===== src/rtl/hazard_stage_tracker_if.sv =====
// rtl/hazard_stage_tracker_if.sv - ID-side fields, flush and per-stage tracking outputs
interface hazard_stage_tracker_if #(
  parameter int REG_AW = 5
);
  logic [REG_AW-1:0] id_rd_addr;
  logic              id_wr_en;
  logic              id_mem_rd;
  logic [REG_AW-1:0] id_rs1_addr;
  logic [REG_AW-1:0] id_rs2_addr;
  logic              id_rs1_used;
  logic              id_rs2_used;
  logic              flush;

  logic [REG_AW-1:0] ex_rd_addr;
  logic [REG_AW-1:0] mem_rd_addr;
  logic [REG_AW-1:0] wb_rd_addr;
  logic              ex_wr_en;
  logic              mem_wr_en;
  logic              wb_wr_en;
  logic              ex_mem_rd;
  logic              stall;

  modport master (
    output id_rd_addr, id_wr_en, id_mem_rd, id_rs1_addr, id_rs2_addr,
           id_rs1_used, id_rs2_used, flush,
    input  ex_rd_addr, mem_rd_addr, wb_rd_addr, ex_wr_en, mem_wr_en,
           wb_wr_en, ex_mem_rd, stall
  );

  modport slave (
    input  id_rd_addr, id_wr_en, id_mem_rd, id_rs1_addr, id_rs2_addr,
           id_rs1_used, id_rs2_used, flush,
    output ex_rd_addr, mem_rd_addr, wb_rd_addr, ex_wr_en, mem_wr_en,
           wb_wr_en, ex_mem_rd, stall
  );
endinterface


===== src/rtl/hazard_stage_tracker.sv =====
// rtl/hazard_stage_tracker.sv - EX/MEM/WB destination tracking, load-use stall and flush control
module hazard_stage_tracker #(
  parameter int REG_AW = 5,
  parameter int CNT_W  = 16
) (
  input  logic                 clk,
  input  logic                 rst_n,
  hazard_stage_tracker_if.slave pif,
  input  logic                 cnt_clr,
  output logic [CNT_W-1:0]     stall_count
);

  logic [REG_AW-1:0] ex_rd_q, mem_rd_q, wb_rd_q;
  logic              ex_we_q, mem_we_q, wb_we_q;
  logic              ex_ld_q;
  logic              load_use;
  logic              stall_int;
  logic [CNT_W-1:0]  cnt_q;

  // Only a load still in EX is uncoverable; once it reaches MEM the forwarding unit has the data.
  always_comb begin
    load_use = 1'b0;
    if (ex_ld_q && ex_we_q && (ex_rd_q != '0)) begin
      load_use = (pif.id_rs1_used && (pif.id_rs1_addr == ex_rd_q)) ||
                 (pif.id_rs2_used && (pif.id_rs2_addr == ex_rd_q));
    end
  end

  // A flushed consumer is killed anyway, so it never needs to wait.
  assign stall_int = load_use && !pif.flush;

  always_ff @(posedge clk or negedge rst_n) begin
    if (!rst_n) begin
      ex_rd_q  <= '0;
      ex_we_q  <= 1'b0;
      ex_ld_q  <= 1'b0;
      mem_rd_q <= '0;
      mem_we_q <= 1'b0;
      wb_rd_q  <= '0;
      wb_we_q  <= 1'b0;
    end else begin
      mem_rd_q <= ex_rd_q;
      mem_we_q <= ex_we_q;
      wb_rd_q  <= mem_rd_q;
      wb_we_q  <= mem_we_q;
      if (pif.flush || stall_int) begin
        ex_rd_q <= '0;
        ex_we_q <= 1'b0;
        ex_ld_q <= 1'b0;
      end else begin
        ex_rd_q <= pif.id_rd_addr;
        ex_we_q <= pif.id_wr_en && (pif.id_rd_addr != '0);
        ex_ld_q <= pif.id_mem_rd;
      end
    end
  end

  always_ff @(posedge clk or negedge rst_n) begin
    if (!rst_n) begin
      cnt_q <= '0;
    end else if (cnt_clr) begin
      cnt_q <= '0;
    end else if (stall_int && (cnt_q != {CNT_W{1'b1}})) begin
      cnt_q <= cnt_q + 1'b1;
    end
  end

  assign pif.ex_rd_addr  = ex_rd_q;
  assign pif.mem_rd_addr = mem_rd_q;
  assign pif.wb_rd_addr  = wb_rd_q;
  assign pif.ex_wr_en    = ex_we_q;
  assign pif.mem_wr_en   = mem_we_q;
  assign pif.wb_wr_en    = wb_we_q;
  assign pif.ex_mem_rd   = ex_ld_q;
  assign pif.stall       = stall_int;
  assign stall_count     = cnt_q;

endmodule


===== src/flat_wrapper.sv =====
// flat-port wrapper written by rule: the top's interface ports become plain ports
module hazard_stage_tracker_flat 
#(
  parameter int REG_AW = 5,
  parameter int CNT_W  = 16
)
  (clk, rst_n, cnt_clr, stall_count, pif_id_rd_addr, pif_id_wr_en, pif_id_mem_rd, pif_id_rs1_addr, pif_id_rs2_addr, pif_id_rs1_used, pif_id_rs2_used, pif_flush, pif_ex_rd_addr, pif_mem_rd_addr, pif_wb_rd_addr, pif_ex_wr_en, pif_mem_wr_en, pif_wb_wr_en, pif_ex_mem_rd, pif_stall);
  hazard_stage_tracker_if #(.REG_AW(REG_AW)) pif_i ();
  input  logic clk;
  input  logic rst_n;
  input  logic cnt_clr;
  output logic [CNT_W-1:0] stall_count;
  input wire logic [$bits(pif_i.id_rd_addr)-1:0] pif_id_rd_addr;
  input wire logic [$bits(pif_i.id_wr_en)-1:0] pif_id_wr_en;
  input wire logic [$bits(pif_i.id_mem_rd)-1:0] pif_id_mem_rd;
  input wire logic [$bits(pif_i.id_rs1_addr)-1:0] pif_id_rs1_addr;
  input wire logic [$bits(pif_i.id_rs2_addr)-1:0] pif_id_rs2_addr;
  input wire logic [$bits(pif_i.id_rs1_used)-1:0] pif_id_rs1_used;
  input wire logic [$bits(pif_i.id_rs2_used)-1:0] pif_id_rs2_used;
  input wire logic [$bits(pif_i.flush)-1:0] pif_flush;
  output wire logic [$bits(pif_i.ex_rd_addr)-1:0] pif_ex_rd_addr;
  output wire logic [$bits(pif_i.mem_rd_addr)-1:0] pif_mem_rd_addr;
  output wire logic [$bits(pif_i.wb_rd_addr)-1:0] pif_wb_rd_addr;
  output wire logic [$bits(pif_i.ex_wr_en)-1:0] pif_ex_wr_en;
  output wire logic [$bits(pif_i.mem_wr_en)-1:0] pif_mem_wr_en;
  output wire logic [$bits(pif_i.wb_wr_en)-1:0] pif_wb_wr_en;
  output wire logic [$bits(pif_i.ex_mem_rd)-1:0] pif_ex_mem_rd;
  output wire logic [$bits(pif_i.stall)-1:0] pif_stall;
  assign pif_i.id_rd_addr = pif_id_rd_addr;
  assign pif_i.id_wr_en = pif_id_wr_en;
  assign pif_i.id_mem_rd = pif_id_mem_rd;
  assign pif_i.id_rs1_addr = pif_id_rs1_addr;
  assign pif_i.id_rs2_addr = pif_id_rs2_addr;
  assign pif_i.id_rs1_used = pif_id_rs1_used;
  assign pif_i.id_rs2_used = pif_id_rs2_used;
  assign pif_i.flush = pif_flush;
  assign pif_ex_rd_addr = pif_i.ex_rd_addr;
  assign pif_mem_rd_addr = pif_i.mem_rd_addr;
  assign pif_wb_rd_addr = pif_i.wb_rd_addr;
  assign pif_ex_wr_en = pif_i.ex_wr_en;
  assign pif_mem_wr_en = pif_i.mem_wr_en;
  assign pif_wb_wr_en = pif_i.wb_wr_en;
  assign pif_ex_mem_rd = pif_i.ex_mem_rd;
  assign pif_stall = pif_i.stall;
  hazard_stage_tracker #(.REG_AW(REG_AW), .CNT_W(CNT_W)) u_core (.clk(clk), .rst_n(rst_n), .pif(pif_i), .cnt_clr(cnt_clr), .stall_count(stall_count));
endmodule

===== config.mk =====
export PLATFORM = sky130hd
export DESIGN_NAME = hazard_stage_tracker_flat
export DESIGN_NICKNAME = d
export VERILOG_FILES = /design/src/rtl/hazard_stage_tracker_if.sv /design/src/rtl/hazard_stage_tracker.sv /design/src/flat_wrapper.sv
export SDC_FILE = /design/constraint.sdc
export NUM_CORES = 1
export LEC_CHECK = 0
export ABC_CLOCK_PERIOD_IN_PS = 4000
export CORE_MARGIN = 1
export CORE_UTILIZATION = 49
export DETAILED_ROUTE_END_ITERATION = 12
export GPL_ROUTABILITY_DRIVEN = 0
export PLACE_DENSITY = 0.84
export SETUP_SLACK_MARGIN = 0.4
export SYNTH_ARGS = -nofsm -noshare
export SYNTH_HDL_FRONTEND = slang
export SYNTH_SLANG_ARGS = --single-unit

===== constraint.sdc =====
create_clock -name clk -period 4 [get_ports clk]
set_clock_uncertainty 0.15 [all_clocks]
set_input_delay 1.2 -clock clk [delete_from_list [all_inputs] [get_ports clk]]
set_output_delay 1.2 -clock clk [all_outputs]
set_load 0.005 [all_outputs]

After elaboration in Yosys (flattened, before gate mapping)
Index checks and enable logic that the tools add are counted.
{"block": "classes", "n_addsub": 1, "n_mul": 0, "div_mod_pow": 0, "magnitude_cmp": 0, "n_eq_ne": 3, "shift": 0, "n_mux": 6, "n_bitwise": 0, "reduce_logical": 13}
{"op": "16-bit 2-to-1 mux", "n": 2}
{"op": "16-bit by 1-bit adder with 16-bit output (second input constant)", "n": 1}
{"op": "16-bit != test (second input constant)", "n": 1}
{"op": "5-bit equality test", "n": 2}
{"op": "5-bit nonzero test", "n": 2}
{"op": "1-bit logical AND", "n": 7}
{"op": "5-bit 2-to-1 mux", "n": 1}
{"op": "1-bit 2-to-1 mux", "n": 3}
{"op": "1-bit logical OR", "n": 2}
{"op": "2-bit nonzero test", "n": 1}
{"op": "1-bit logical NOT", "n": 1}
{"block": "word_totals", "ff_bits": 35, "latchBits": 0, "ram_bits": 0, "mem_bits_ro": 0, "memories": 0}

Logic depth before layout (Yosys ltp)
{"block": "logic_depth", "word_depth": 8, "ltp_mapped": 7}

Least setup slack after synthesis
Ideal clock, no wire load.
{"block": "synth_timing", "path_type": "input -> output", "start": "input pif_id_rs1_addr[1]", "end": "output pif_stall", "arrival_ns": 1.782, "slack_ns": 0.868, "stages": 4, "path_buffers": 0, "cell_sequence": "xnor2_1 -> nand4_1 -> o22ai_1 -> and2_1"}
{"block": "synth_via", "elab_chain_cells": 5}
{"element": "start: declaration", "line_no": "flat_wrapper.sv:16", "text": "input wire logic [$bits(pif_i.id_rs1_addr)-1:0] pif_id_rs1_addr;"}
{"element": "5-bit equality test", "line_no": "hazard_stage_tracker.sv:24", "text": "load_use = (pif.id_rs1_used && (pif.id_rs1_addr == ex_rd_q)) ||"}
{"element": "1-bit logical AND", "line_no": "hazard_stage_tracker.sv:24"}
{"element": "1-bit logical OR", "line_no": "hazard_stage_tracker.sv:24"}
{"element": "1-bit 2-to-1 mux", "line_no": "hazard_stage_tracker.sv:23", "text": "if (ex_ld_q && ex_we_q && (ex_rd_q != '0)) begin"}
{"element": "1-bit logical AND", "line_no": "hazard_stage_tracker.sv:30", "text": "assign stall_int = load_use && !pif.flush;"}
{"element": "end: declaration", "line_no": "flat_wrapper.sv:28", "text": "output wire logic [$bits(pif_i.stall)-1:0] pif_stall;"}
Every way passes these cells.

Worst setup path in the final report
{"block": "layout_timing", "start": "input pif_id_rs1_used", "end": "register u_core.cnt_q[4] (netlist: u_core.stall_count[4])"}
{"block": "layout_via", "elab_chain_cells": 6}
{"element": "start: declaration", "line_no": "flat_wrapper.sv:18", "text": "input wire logic [$bits(pif_i.id_rs1_used)-1:0] pif_id_rs1_used;"}
{"element": "1-bit logical AND", "line_no": "hazard_stage_tracker.sv:24"}
{"element": "1-bit logical OR", "line_no": "hazard_stage_tracker.sv:24"}
{"element": "1-bit 2-to-1 mux", "line_no": "hazard_stage_tracker.sv:23"}
{"element": "1-bit logical AND", "line_no": "hazard_stage_tracker.sv:30"}
{"element": "1-bit logical AND", "line_no": "hazard_stage_tracker.sv:63", "text": "end else if (stall_int && (cnt_q != {CNT_W{1'b1}})) begin"}
{"element": "2-bit nonzero test (no source line)"}
{"element": "end signal: assignment", "line_no": "hazard_stage_tracker.sv:64", "text": "cnt_q <= cnt_q + 1'b1;"}
{"element": "end: declaration", "line_no": "hazard_stage_tracker.sv:18", "text": "logic [CNT_W-1:0] cnt_q;"}
Every way passes these cells.
A chain may end at the register's enable or synchronous reset.

==> qor.json <==
{
  "outcome": "complete, no violations",
  "floorplan.die_area_mm2": 0.003889,
  "clk-insertion-delay-late_ns": 0.33,
  "dieHeight_um": 62.37,
  "detail-route-antenna-nets": 0,
  "wl_per_cell_um": 18.10,
  "sort_of_element_at_the_start_of_the_critical_path": "primary input",
  "synth-seq-area-share_pct": 49.05,
  "cp_slowest_cell": "clkdlybuf4s50_1",
  "finalMaxSlewViolations": 0,
  "antenna_cells": 0,
  "intPower_uw": 519.3,
  "final_critical_path_required_period_ns": 3.562,
  "clock_power_share_pct": 29.5,
  "report.power.total_uw": 697.5,
  "global_route.usage.total_pct": 29.18,
  "worst_hold_path_type": "reg2reg",
  "grt_max_degree": 36,
  "synth.lib_cells_used.distinct": 37,
  "timing.final.setup_violations": 0,
  "powerDensity_mw_per_mm2": 253.3,
  "final_area_mm2": 0.002754,
  "share_comb_of_total_power_pct": 17.1,
  "root_buffer": "clkbuf_4",
  "detailedPlacementHpwl_um": 3099,
  "dr.pass1.iters": 5,
  "h-tree-depth": 2,
  "power_frac_seq_pct": 53.4,
  "postSynthRegisterBits": 35,
  "drive_above_1_share_pct": 29.96,
  "die_width_um": 62.37,
  "syn_avg_cell_area_um2": 11.02,
  "path_class": "in2reg",
  "wire_length_of_the_first_global_routing_pass_um": 8500,
  "fin_worst_hold_slack_ns": 0.2355,
  "synthesis.yosys.warnings": 0,
  "std_cell_rows": 21,
  "finish.net_count": 280,
  "path_common_cell": "buf_4",
  "ioPinCount": 59,
  "clock_sink_count": 35,
  "cp_data_required_time_ns": 4.08,
  "buffer_ports.inserted": 58,
  "clk_transition_reported_paths_ns": 0.11,
  "critical_path_buf_inv_count": 8,
  "number_of_gates_on_the_worst_path_with_buffers_counted": 12,
  "filler_cell_count": 197,
  "sequential_cell_area_um2": 875.8,
  "report.final.hold_viol_count": 0,
  "drt_iter0_drc": 129,
  "slew_worst_pin_ns": 0.5072,
  "critical_path.cell_chain": "clkdlybuf4s50_1, nand2_1, buf_4, buf_4, buf_4, buf_4, buf_4, buf_4, buf_4, o22a_4, nor4_2, mux2_4",
  "crit_path_end_kind": "register",
  "max_clock_freq_mhz": 280.8,
  "peakVddDrop_uv": 220.5,
  "globalRoute.totalOverflow": 0,
  "detail_route.wirelength_um": 5483,
  "critical_path.top_delay_family": "buffers and inverters",
  "postSynthNetCount": 186,
  "net_switching_power_uw": 178.2,
  "whs_path_depth": 0,
  "crit_path_max_incr_delay_ns": 0.46,
  "grt_pass1_vias": 1733,
  "cts.path.max_buffers": 2,
  "mappedNetlistArea_mm2": 0.001785,
  "path_max_fanout": 6,
  "rsz0062_at_grt": "no",
  "syn_to_final_growth_pct": 54.24,
  "ratio_of_routed_vias_to_standard_cells": 5.875,
  "worst_slew_margin_rel_pct": 66.08,
  "drc": 0,
  "cp_data_arrival_time_ns": 3.64,
  "initial_utilization_pct": 52.27,
  "grt_antenna_before_repair": 0,
  "detailroute.via_count": 1780,
  "switching_share_pct": 25.55,
  "multi_input_gate_area_in_the_final_layout_um2": 938.4,
  "cts_tree": "built",
  "synth_cells": 162,
  "maxCapViolations": 0,
  "floorplan.core_area_mm2": 0.003416,
  "r2r_cells": 12,
  "setup-tns-final_ns": 0,
  "numCtsBuffers": 5,
  "total_leakage_power_uw": 0.001130,
  "post_dp_cell_area_mm2": 0.002437,
  "final_min_period_over_clock_period_pct": 89.04
}
[power by group through the flow]
stage	combinational [µW]	sequential, µW	clock [µW]
3_5_place_dp	87.4	379	0
6_report	119	373	205
4_1_cts	107	372	212
5_1_grt	126	374	227
2_1_floorplan	27.9	378	0
3_3_place_gp	84.7	379	0
[cell families (layout without fill, tap and decap cells)]
family | count (synthesis) | count (layout) | synth area share [%]
and+or+nand+nor | 75 | 75 | 25.93
DFF | 35 | 35 | 49.05
AOI/OAI and AO/OA | 21 | 23 | 9.251
buffers and inverters | 11 | 104 | 3.223
xor gates and xnor gates | 10 | 10 | 4.905
muxes | 9 | 9 | 6.938
adders and majority gates | 1 | 1 | 0.7007
[state kept, by name (all words and copies together) (netlist names)]
signal / cells
u_core.pif.wb_wr_en: 1
u_core.pif.ex_mem_rd: 1
u_core.pif.mem_wr_en: 1
u_core.pif.mem_rd_addr: 5
u_core.pif.wb_rd_addr: 5
u_core.pif.ex_rd_addr: 5
u_core.pif.ex_wr_en: 1
u_core.stall_count: 16
[timing repair]
item,in CTS,in global routing
hold buffers,0,0
setup buffers,25,1
endpoints found under the setup margin,1,16
cloned,0,2
pin swaps,12,7
resized for setup,17,15
[worst register-to-register path, cell delays in order (launching register included)]
cell and delay (ns):
dfrtp_1 0.48, xnor2_1 0.25, nand4_1 0.18, buf_4 0.18, buf_4 0.12, buf_4 0.13
buf_4 0.13, buf_4 0.12, buf_4 0.12, buf_4 0.14, o22a_4 0.27, nor4_2 0.36
mux2_4 0.33
[metrics by stage]
| step | utilization (%) | setup slack (ns) | std cells |
|---|---|---|---|
| 4_1_cts | 78.75 | 0.4640 | 300 |
| 5_1_grt | 80.62 | 0.3712 | 303 |
| 3_3_place_gp | 71.36 | -0.1052 | 267 |
| 3_5_place_dp | 71.36 | -0.1661 | 267 |
| 2_1_floorplan | - | 0.8684 | 162 |
| 6_report | 80.62 | 0.4383 | 303 |
[routing by layer]
metal	routed length (µm)	track usage, %	up-vias
met5	0	0	-
met4	299	21.22	0
met3	392	6.618	27
met2	2802	49.04	110
met1	1988	32.41	859
li1	-	-	784
[worst paths after layout]
path | from | endpoint | slack [ns]
hold / removal | u_core.pif.mem_wr_en$_DFF_PN0_ | u_core.pif.wb_wr_en$_DFF_PN0_ | 0.24
max in group asynchronous | rst_n | u_core.stall_count[1]$_DFFE_PN0P_ | 2.28
hold reg to reg | u_core.pif.mem_wr_en$_DFF_PN0_ | u_core.pif.wb_wr_en$_DFF_PN0_ | 0.24
setup / recovery | pif_id_rs1_used | u_core.stall_count[4]$_DFFE_PN0P_ | 0.44
min in group asynchronous | rst_n | u_core.pif.mem_rd_addr[4]$_DFF_PN0_ | 1.11
setup reg to reg | u_core.pif.ex_rd_addr[3]$_DFF_PN0_ | u_core.stall_count[4]$_DFFE_PN0P_ | 0.95
[synthesized netlist by cell type]
cell type  number  area (µm²)
buf_6           2       22.52
o21ai_0         1       5.000
o22ai_1         1       6.260
nor3_1          2       10.01
o41a_1          1       11.26
nor4_2          6       75.07
nand3_1         1       5.000
ha_1            1       12.51
o21ai_4         1       16.27
inv_1           5       18.77
nand2b_1        2       12.51
nor2_2          1       6.260
mux2_4          6       90.09
a21oi_1         6       30.03
or3_4           1       11.26
o22a_1          1       8.760
a211oi_2        1       12.51
o211ai_1        1       7.510
nand4_2         2       25.02
nand2_1        12       45.04
xnor2_1        10       87.58
nor4_1          4       25.02
nor2_1         13       48.80
o311ai_0        2       17.52
o41ai_1         2       17.52
clkbuf_1        3       11.26
nand4_1         6       37.54
dfrtp_1        35       875.8
o311a_1         1       10.01
or2_2           2       12.51
mux2_2          3       33.78
or3_1           2       12.51
or4_1           4       30.03
nor2b_1         9       56.30
o31ai_1         3       22.52
and2_1          8       50.05
buf_2           1       5.000
[cell usage in the layout, fill, tap and decap left out, types with 3 or more instances in the layout]
master,count
o31ai_1,3
mux2_4,6
nor2b_1,9
mux2_2,3
a21oi_1,6
clkdlybuf4s50_1,47
and2_1,8
clkbuf_2,4
clkbuf_4,5
dlygate4sd2_1,6
nand4_1,6
nor2_1,13
nand2_1,12
nor4_2,7
or4_1,4
dfrtp_1,35
xnor2_1,9
inv_1,5
buf_4,33
[final cells by class]
class                      instances  area share (%)
multi-input combinational        118           34.08
sequential                        35           31.80
timing repair buffer              91           28.90
tap                               46           2.090
clock buffer                       6           1.863
inverter                           5          0.6815
clock inverter                     2          0.5906
Power figures use the tool's default switching activity.
